## src/rtl/fetch_pkg.sv

```systemverilog
// Shared fetch-stage types and constants for the RV32I core.
// Latency: none (types and constants only).
// Backpressure: none (types and constants only).
package fetch_pkg;

    localparam int unsigned INSTR_W = 32;
    localparam logic [31:0] DEFAULT_RESET_PC = 32'h0000_0000;

    typedef enum logic {
        RUN    = 1'b0,
        HALTED = 1'b1
    } fetch_state_t;

    // One fetched instruction together with its byte address.
    typedef struct packed {
        logic [INSTR_W-1:0] instr;
        logic [31:0]        pc;
    } fetch_pkt_t;

endpackage

```

## src/rtl/fetch_if.sv

```systemverilog
// Fetch-stage bundle: BRAM read port, decode handshake, redirect/halt controls.
// Latency: wires only.
// Backpressure: instr_ready from decode stalls the instruction stream.
interface fetch_if #(
    parameter int unsigned ADDR_WIDTH = 7
);
    import fetch_pkg::*;

    logic                  mem_read_enable;
    logic [ADDR_WIDTH-1:0] mem_addr;
    logic [INSTR_W-1:0]    mem_data;
    logic                  redirect_valid;
    logic [31:0]           redirect_pc;
    logic                  halt;
    logic                  instr_valid;
    logic                  instr_ready;
    logic [INSTR_W-1:0]    instr;
    logic [31:0]           instr_pc;
    logic                  halted;

    modport master (
        output mem_read_enable, mem_addr, instr_valid, instr, instr_pc, halted,
        input  mem_data, redirect_valid, redirect_pc, halt, instr_ready
    );

    modport slave (
        input  mem_read_enable, mem_addr, instr_valid, instr, instr_pc, halted,
        output mem_data, redirect_valid, redirect_pc, halt, instr_ready
    );

endinterface

```

## src/rtl/fetch_skid_buffer.sv

```systemverilog
// Output register plus one-entry skid holding fetched {instr, pc} packets in order.
// Latency: 1 edge from in_vld to out_vld when the output register is free.
// Backpressure: out_rdy low holds the output; one more word lands in the skid, then in_rdy drops.
module fetch_skid_buffer
    import fetch_pkg::*;
(
    input  logic       clock,
    input  logic       reset,
    input  logic       flush,
    input  logic       in_vld,
    output logic       in_rdy,
    input  fetch_pkt_t in_dat,
    output logic       out_vld,
    input  logic       out_rdy,
    output fetch_pkt_t out_dat
);

    fetch_pkt_t skid_dat;
    logic       skid_vld;
    logic       out_free;

    assign in_rdy   = !skid_vld;
    // The output register can take a new word when empty or being consumed this edge.
    assign out_free = !out_vld || out_rdy;

    // Move words output-ward, skid first, so delivery order matches fetch order.
    always_ff @(posedge clock or negedge reset) begin
        if (!reset) begin
            out_vld  <= 1'b0;
            out_dat  <= '0;
            skid_vld <= 1'b0;
            skid_dat <= '0;
        end else if (flush) begin
            out_vld  <= 1'b0;
            skid_vld <= 1'b0;
        end else if (out_free) begin
            if (skid_vld) begin
                out_vld  <= 1'b1;
                out_dat  <= skid_dat;
                skid_vld <= in_vld;
                if (in_vld) begin
                    skid_dat <= in_dat;
                end
            end else begin
                out_vld <= in_vld;
                if (in_vld) begin
                    out_dat <= in_dat;
                end
            end
        end else if (in_vld) begin
            skid_vld <= 1'b1;
            skid_dat <= in_dat;
        end
    end

endmodule

```

## src/rtl/fetch_unit.sv

```systemverilog
// Instruction-fetch sequencer: owns the PC, reads the sync BRAM, hands {instr, pc} to decode.
// Latency: request edge then capture edge; first instr_valid 2 edges after reset release, 1 instr/cycle.
// Backpressure: issue only while fewer than 2 words would remain buffered, so stalls never drop data.
module fetch_unit
    import fetch_pkg::*;
#(
    parameter int unsigned ADDR_WIDTH = 7,
    parameter int unsigned PROG_WORDS = 128,
    parameter logic [31:0] RESET_PC   = DEFAULT_RESET_PC
) (
    input logic    clock,
    input logic    reset,
    fetch_if.master bus
);

    localparam logic [31:0] START_PC  = {RESET_PC[31:2], 2'b00};
    localparam logic [29:0] LAST_WORD = 30'(PROG_WORDS - 1);

    fetch_state_t state_q, state_d;
    logic [31:0]  fetch_pc;
    logic [31:0]  inflight_pc;
    logic         inflight_q;
    logic         flush;
    logic         issue;
    logic         fire;
    logic         out_vld;
    logic         skid_rdy;
    logic [1:0]   occ;
    logic [1:0]   occ_after;
    logic [31:0]  pc_next;
    logic         redirect_lsb_unused;
    fetch_pkt_t   cap_dat;
    fetch_pkt_t   out_dat;

    // Target bits [1:0] are dropped; keep them referenced so the bundle stays fully used.
    assign redirect_lsb_unused = ^bus.redirect_pc[1:0];

    assign fire      = out_vld && bus.instr_ready;
    assign occ       = {1'b0, out_vld} + {1'b0, !skid_rdy} + {1'b0, inflight_q};
    assign occ_after = occ - {1'b0, fire};
    assign pc_next   = (fetch_pc[31:2] == LAST_WORD) ? START_PC : fetch_pc + 32'd4;

    // FSM next state and flush: halt outranks redirect, and only reset leaves HALTED.
    always_comb begin
        state_d = state_q;
        flush   = 1'b0;
        if (state_q == RUN) begin
            if (bus.halt) begin
                state_d = HALTED;
                flush   = 1'b1;
            end else if (bus.redirect_valid) begin
                flush = 1'b1;
            end
        end
    end

    // Reset gates the strobe directly so the BRAM sees no request while held in reset.
    assign issue = reset && (state_q == RUN) && !flush && (occ_after < 2'd2);

    // PC, FSM and inflight tracking; a flush kills any word still coming back from the BRAM.
    always_ff @(posedge clock or negedge reset) begin
        if (!reset) begin
            state_q     <= RUN;
            fetch_pc    <= START_PC;
            inflight_q  <= 1'b0;
            inflight_pc <= '0;
        end else begin
            state_q    <= state_d;
            inflight_q <= issue;
            if (issue) begin
                inflight_pc <= fetch_pc;
            end
            if (flush && !bus.halt) begin
                fetch_pc <= {bus.redirect_pc[31:2], 2'b00};
            end else if (issue) begin
                fetch_pc <= pc_next;
            end
        end
    end

    assign cap_dat.instr = bus.mem_data;
    assign cap_dat.pc    = inflight_pc;

    fetch_skid_buffer u_skid (
        .clock   (clock),
        .reset   (reset),
        .flush   (flush),
        .in_vld  (inflight_q),
        .in_rdy  (skid_rdy),
        .in_dat  (cap_dat),
        .out_vld (out_vld),
        .out_rdy (bus.instr_ready),
        .out_dat (out_dat)
    );

    assign bus.mem_read_enable = issue;
    assign bus.mem_addr        = fetch_pc[ADDR_WIDTH+1:2];
    assign bus.instr_valid     = out_vld;
    assign bus.instr           = out_dat.instr;
    assign bus.instr_pc        = out_dat.pc;
    assign bus.halted          = (state_q == HALTED);

endmodule
```

## src/flat_wrapper.sv

```systemverilog
// flat-port wrapper written by rule: the top's interface ports become plain ports
module fetch_unit_flat import fetch_pkg::*;
#(
    parameter int unsigned ADDR_WIDTH = 7,
    parameter int unsigned PROG_WORDS = 128,
    parameter logic [31:0] RESET_PC   = DEFAULT_RESET_PC
)
  (clock, reset, bus_mem_read_enable, bus_mem_addr, bus_instr_valid, bus_instr, bus_instr_pc, bus_halted, bus_mem_data, bus_redirect_valid, bus_redirect_pc, bus_halt, bus_instr_ready);
  fetch_if #(.ADDR_WIDTH(ADDR_WIDTH)) bus_i ();
  input logic clock;
  input logic reset;
  output wire logic [$bits(bus_i.mem_read_enable)-1:0] bus_mem_read_enable;
  output wire logic [$bits(bus_i.mem_addr)-1:0] bus_mem_addr;
  output wire logic [$bits(bus_i.instr_valid)-1:0] bus_instr_valid;
  output wire logic [$bits(bus_i.instr)-1:0] bus_instr;
  output wire logic [$bits(bus_i.instr_pc)-1:0] bus_instr_pc;
  output wire logic [$bits(bus_i.halted)-1:0] bus_halted;
  input wire logic [$bits(bus_i.mem_data)-1:0] bus_mem_data;
  input wire logic [$bits(bus_i.redirect_valid)-1:0] bus_redirect_valid;
  input wire logic [$bits(bus_i.redirect_pc)-1:0] bus_redirect_pc;
  input wire logic [$bits(bus_i.halt)-1:0] bus_halt;
  input wire logic [$bits(bus_i.instr_ready)-1:0] bus_instr_ready;
  assign bus_mem_read_enable = bus_i.mem_read_enable;
  assign bus_mem_addr = bus_i.mem_addr;
  assign bus_instr_valid = bus_i.instr_valid;
  assign bus_instr = bus_i.instr;
  assign bus_instr_pc = bus_i.instr_pc;
  assign bus_halted = bus_i.halted;
  assign bus_i.mem_data = bus_mem_data;
  assign bus_i.redirect_valid = bus_redirect_valid;
  assign bus_i.redirect_pc = bus_redirect_pc;
  assign bus_i.halt = bus_halt;
  assign bus_i.instr_ready = bus_instr_ready;
  fetch_unit #(.ADDR_WIDTH(ADDR_WIDTH), .PROG_WORDS(PROG_WORDS), .RESET_PC(RESET_PC)) u_core (.clock(clock), .reset(reset), .bus(bus_i));
endmodule
```

## config.mk

```make
export PLATFORM = sky130hd
export DESIGN_NAME = fetch_unit_flat
export DESIGN_NICKNAME = d
export VERILOG_FILES = /design/src/rtl/fetch_pkg.sv /design/src/rtl/fetch_if.sv /design/src/rtl/fetch_skid_buffer.sv /design/src/rtl/fetch_unit.sv /design/src/flat_wrapper.sv
export SDC_FILE = /design/constraint.sdc
export NUM_CORES = 1
export LEC_CHECK = 0
export BUFFER_PORTS_ARGS = -buffer_cell sky130_fd_sc_hd__buf_4
export CELL_PAD_IN_SITES_DETAIL_PLACEMENT = 1
export CELL_PAD_IN_SITES_GLOBAL_PLACEMENT = 1
export CORE_UTILIZATION = 40
export DETAILED_ROUTE_END_ITERATION = 12
export PLACE_DENSITY_LB_ADDON = 0.1
export SYNTH_ARGS = -nofsm -noshare
export SYNTH_HDL_FRONTEND = slang
export SYNTH_SLANG_ARGS = --single-unit
```

## constraint.sdc

```tcl
create_clock -name clock -period 5.16 [get_ports clock]
set_input_delay 0.516 -clock clock [delete_from_list [all_inputs] [get_ports clock]]
set_output_delay 0.516 -clock clock [all_outputs]
set_load 0.01 [all_outputs]
```

* Word level (Yosys, flattened, before mapping)
Index checks and enable logic that the tools add are counted.
** Storage, ports and cells
- Register bits after elaboration :: 196
- Input bits :: 69
- Output and inout bits :: 74
- Word-level logic and storage cells :: 54
** Operators by class
- Add/subtract/negate cells :: 4
- Magnitude comparators :: 1
- Equal/unequal tests :: 2
- Multiplexer cells :: 20
- Bitwise gates (word level) :: 2
- Reductions and logical operators :: 15
** Operator list (count)
- 64-bit two-way mux :: 5
- 32-bit two-way mux :: 3
- 32-bit by 3-bit adder with 32-bit output, second input constant :: 1
- 30-bit by 7-bit equality test with 1-bit output, second input constant :: 1
- 1-bit two-way mux :: 12
- 2-bit nonzero test :: 3
- 1-bit logical AND :: 5
- 1-bit zero test :: 3
- 3-bit AND reduction :: 1
- 3-bit nonzero test :: 1
- 1-bit by 1-bit adder with 2-bit output :: 1
- 2-bit by 1-bit adder with 2-bit output :: 1
- 2-bit less-than comparator, second input constant :: 1
- 2-bit inequality test, second input constant :: 1
- 1-bit NOT :: 2
- 2-bit AND reduction :: 1
- 2-bit by 1-bit subtractor with 2-bit output :: 1
- 1-bit logical OR :: 1

* Logic depth before layout (Yosys ltp)
- Word-level depth :: 8
- Gate-level depth with buffers :: 14
- Mapped depth without buffers :: 10

* Modules after synthesis
Synthesis repeated with hierarchy kept, for this count alone.
** Second synthesis, totals
- Cell total of the unflattened synthesis :: 691
- Area total of the unflattened synthesis :: 8942.3 sq um
** Modules (own cells, without submodules)
- fetch_skid_buffer :: times used 1, cells each 353, area an instance 5677.9 sq um
- fetch_unit :: times used 1, cells each 338, area an instance 3264.4 sq um

* Worst setup path after synthesis
No wires, ideal clock.
- Path type :: register to output
- Start point :: reg u_core.u_skid.skid_vld
- End point :: out bus_mem_read_enable
- Arrival time :: 3.271 ns
- Data required time :: 4.644 ns
- Slack :: 1.373 ns
- Cell stages (with the launch flop) :: 13
- Buffers on the path :: 4
- Cells stage by stage :: dfrtp_1 -> clkbuf_1 -> buf_1 -> inv_1 -> ha_1 -> inv_1 -> ha_1 -> a21oi_1 -> mux2_2 -> nand2_1 -> clkbuf_1 -> buf_1 -> inv_1
** On the way
- Cells in the longest elaborated chain, start to end :: 5
** RTL lines
- start: declaration :: line fetch_skid_buffer.sv:19 : logic skid_vld;
- start signal: assignment :: line fetch_skid_buffer.sv:40 : skid_vld <= in_vld;
- 1-bit by 1-bit adder with 2-bit output :: line fetch_unit.sv:39 : assign occ = {1'b0, out_vld} + {1'b0, !skid_rdy} + {1'b0, inflight_q};
- 2-bit by 1-bit adder with 2-bit output :: line fetch_unit.sv:39
- 2-bit by 1-bit subtractor with 2-bit output :: line fetch_unit.sv:40 : assign occ_after = occ - {1'b0, fire};
- 2-bit less-than comparator :: line fetch_unit.sv:58 : assign issue = reset && (state_q == RUN) && !flush && (occ_after < 2'd2);
- 1-bit logical AND :: line fetch_unit.sv:58
- end: declaration :: line flat_wrapper.sv:12 : output wire logic [$bits(bus_i.mem_read_enable)-1:0] bus_mem_read_enable;
No other way between the ends.

* Final worst setup path
- Start point :: reg u_core.u_skid.out_vld
- End point :: out bus_mem_read_enable
** On the way
- Cells in the longest elaborated chain, start to end :: 5
** RTL lines
- start: declaration :: line fetch_skid_buffer.sv:13 : output logic out_vld,
- start signal: assignment :: line fetch_skid_buffer.sv:45 : out_vld <= in_vld;
- 1-bit by 1-bit adder with 2-bit output :: line fetch_unit.sv:39
- 2-bit by 1-bit adder with 2-bit output :: line fetch_unit.sv:39
- 2-bit by 1-bit subtractor with 2-bit output (*) :: line fetch_unit.sv:40
- 2-bit less-than comparator (*) :: line fetch_unit.sv:58
- 1-bit logical AND (*) :: line fetch_unit.sv:58
Mark *: on every way between the ends. The rest lies on a longest branch, timed or not.

==> summary.txt <==
status - completed
final period utilization - 72.7%
ratio of cells with drive above 1 in the final layout - 31.6%
Finished Core Util - 50.3%
routed vias/inst - 5.38
peak supply drop - 0.213 mV
Setup WS pre-CTS - 1640 ps
drt wl/cell - 18.7 um
Synth top area share - 55.8%
H-tree depth - 4
endpoints failing setup - 0
post-CTS setup buffer count - 0
gpl congestion - 0.832
non-filler cells, final - 1128
CTS tree - yes
ys flop type - dfrtp_1
Register Area - 4710 um^2
initial DRC count - 279
CP Data Arrival Time - 3240 ps
pin count of the biggest net entering global routing - 137
die area - 21700 um^2
hold slack - 41.0 ps
clock buffer depth - 2
Seq/Total Area, Yosys - 55.8%
skew final - 9.55 ps
PwrDens - 337 nW/um^2
initial antenna violation count - 0
Detailed Route WL - 21100 um
Yosys top cell by area - dfrtp_1
Worst Path Required - 4640 ps
Setup CP Type - flop to output pin
synthesized area - 8430 um^2
Die Span X - 147 um
Inserted Clock Buffers - 17
most frequent cell after synthesis - dfrtp_1
core area - 20400 um^2
r2r startpoint - u_core.u_skid.out_vld
post-synthesis register bit count - 188
synth unique cells - 47
Critical Path End Type - output pin
critical path endpoint - bus_mem_read_enable
CP startpoint - u_core.u_skid.out_vld
Final Worst Setup Slack - 1410 ps
hold_buf cts - 0
vias in the first global route - 6506
Slew headroom - 20.4%
Max Fanout on Critical Path - 18
FF-to-FF path depth - 9
Buffers on Ports - 138
root buf cell - clkbuf_16
Post-DP HPWL - 14200 um
R2R Setup Slk - 1920 ps
first-pass GRT wire length - 35200 um
Placed Cells - 1098
CTS clk-pin slew, worst paths - 70 ps
# diodes - 0
ys async rst share - 100%
initial core utilization - 41.3%
minimum clock period - 3750 ps
unrepaired setup endpoints after global routing - no
leakage dissipation - 4.75 nW
Syn-to-layout area delta - 21.9%
Fmax achieved - 267 MHz
Overflow after GRT - 0
nets@finish - 919
number of flops mapped to enable cells by yosys - 0
die height - 147 um
FF-to-FF End - u_core.inflight_pc[17]
top post-synthesis cells by count - dfrtp_1, mux2_2, nor2_1
synth top area cells - dfrtp_1, mux2_2, mux2i_1
TNS Setup - 0 ps
Slew Viols, Final - 0
FP Rows - 52
Hold Crit Class - input port to asynchronous set/reset pin
Pre-Repair DR Iteration Count - 4
Syn. warnings - 0
# resized after CTS - 0
mean post-synth cell area - 11.5 um^2
Post-Syn Instances - 735
# fillers - 2229
Worst setup SP type - flop
GRT Total Usage - 20.6%
DRC viols - 0
Worst-Skew Late Latency - 430 ps
Least-Margin Pin Slew - 1190 ps
vias - 6071
num ports - 143
hold violation count in the final report - 0
Clock Sinks - 188
multi-input logic area - 3440 um^2
DRT antenna net count - 0
Max Cap Viol - 0
[logic make-up (layout without fill, tap and decap cells)]
family	count (synthesis)	in the layout	share of synthesized area [%]
fa+ha+maj	3	3	0.445
mux	150	150	19.1
simple gates	173	173	9.82
compound gates	144	144	10.1
other cells	1	2	0.0445
buf+inv	65	187	3.55
xor+xnor	11	11	1.14
flops	188	188	55.8
[worst min path at each step]
| stage | start | to | depth (start not counted) |
|---|---|---|---|
| after floorplan | reset | u_core.bus.halted | 0 |
| after global placement | u_core.u_skid.skid_dat[44] | u_core.u_skid.skid_dat[44] | 1 |
| after detailed placement | u_core.u_skid.skid_dat[22] | u_core.u_skid.skid_dat[22] | 1 |
| after CTS | reset | u_core.u_skid.out_dat[57] | 1 |
| after global routing | reset | u_core.u_skid.out_dat[57] | 1 |
| final | reset | u_core.u_skid.out_dat[61] | 1 |
[layout by cell type, fill, tap and decap left out, types with 4 or more instances in the layout]
cell	netlist	final
and2_1	4	4
buf_4	10	144
inv_1	11	11
inv_6	0	5
or4_1	5	5
nor4_1	11	11
mux2i_1	63	63
a221o_1	6	6
o31a_1	4	4
dfrtp_1	188	187
nor2_1	74	74
o21ai_0	30	30
a21oi_1	73	73
xnor2_1	9	9
mux2_2	87	87
nand3_1	13	13
nand4_1	9	9
nand2_1	27	27
nor3_1	12	11
bufinv_16	0	5
clkbuf_16	0	17
a22oi_1	14	14
[through the flow]
| step | area [um^2] | power, mW |
|---|---|---|
| 4_1_cts | 10300 | 3.51 |
| 2_1_floorplan | 8440 | 1.83 |
| 3_3_place_gp | 9640 | 2.04 |
| 6_report | 10300 | 3.47 |
| 3_5_place_dp | 9640 | 2.06 |
| 5_1_grt | 10300 | 3.61 |
[registers in the layout, indices dropped and copies added (netlist names)]
| name | flops |
|---|---|
| u_core.u_skid.out_dat | 62 |
| u_core.u_skid.skid_dat | 62 |
| u_core.fetch_pc | 30 |
| u_core.inflight_pc | 30 |
| u_core.bus.halted | 1 |
| u_core.inflight_q | 1 |
| u_core.u_skid.out_vld | 1 |
| u_core.u_skid.skid_vld | 1 |
[layer usage]
layer / vias to the layer above / GRT usage (%) / wire length, um
met5: - / 0 / 0
met4: 0 / 6.08 / 223
met1: 3073 / 27.9 / 9830
met3: 19 / 3.82 / 792
li1: 2842 / - / -
met2: 137 / 33.6 / 10200
[worst max-delay path: stages (launching register included)]
cell and delay, ps:
dfrtp_1 410, and2_1 150, ha_1 260, inv_1 40, ha_1 260, a21oi_1 260, mux2_2 440, nand2_1 530
inv_1 240, buf_4 210
[power breakdown]
group          switching [mW]  internal (mW)  total (mW)
Sequential             0.0970           1.57        1.67
Combinational           0.178          0.186       0.364
Clock                   0.572          0.863        1.44
[cell type report]
type	instances	share of cell area, %
tap	270	3.29
sequential	188	45.8
clock inverter	12	2.03
inverter	11	0.402
clock buffer	18	4.17
timing repair buffer	146	10.8
multi-input combinational	483	33.5
No activity file was read; power rests on OpenSTA's default activity.
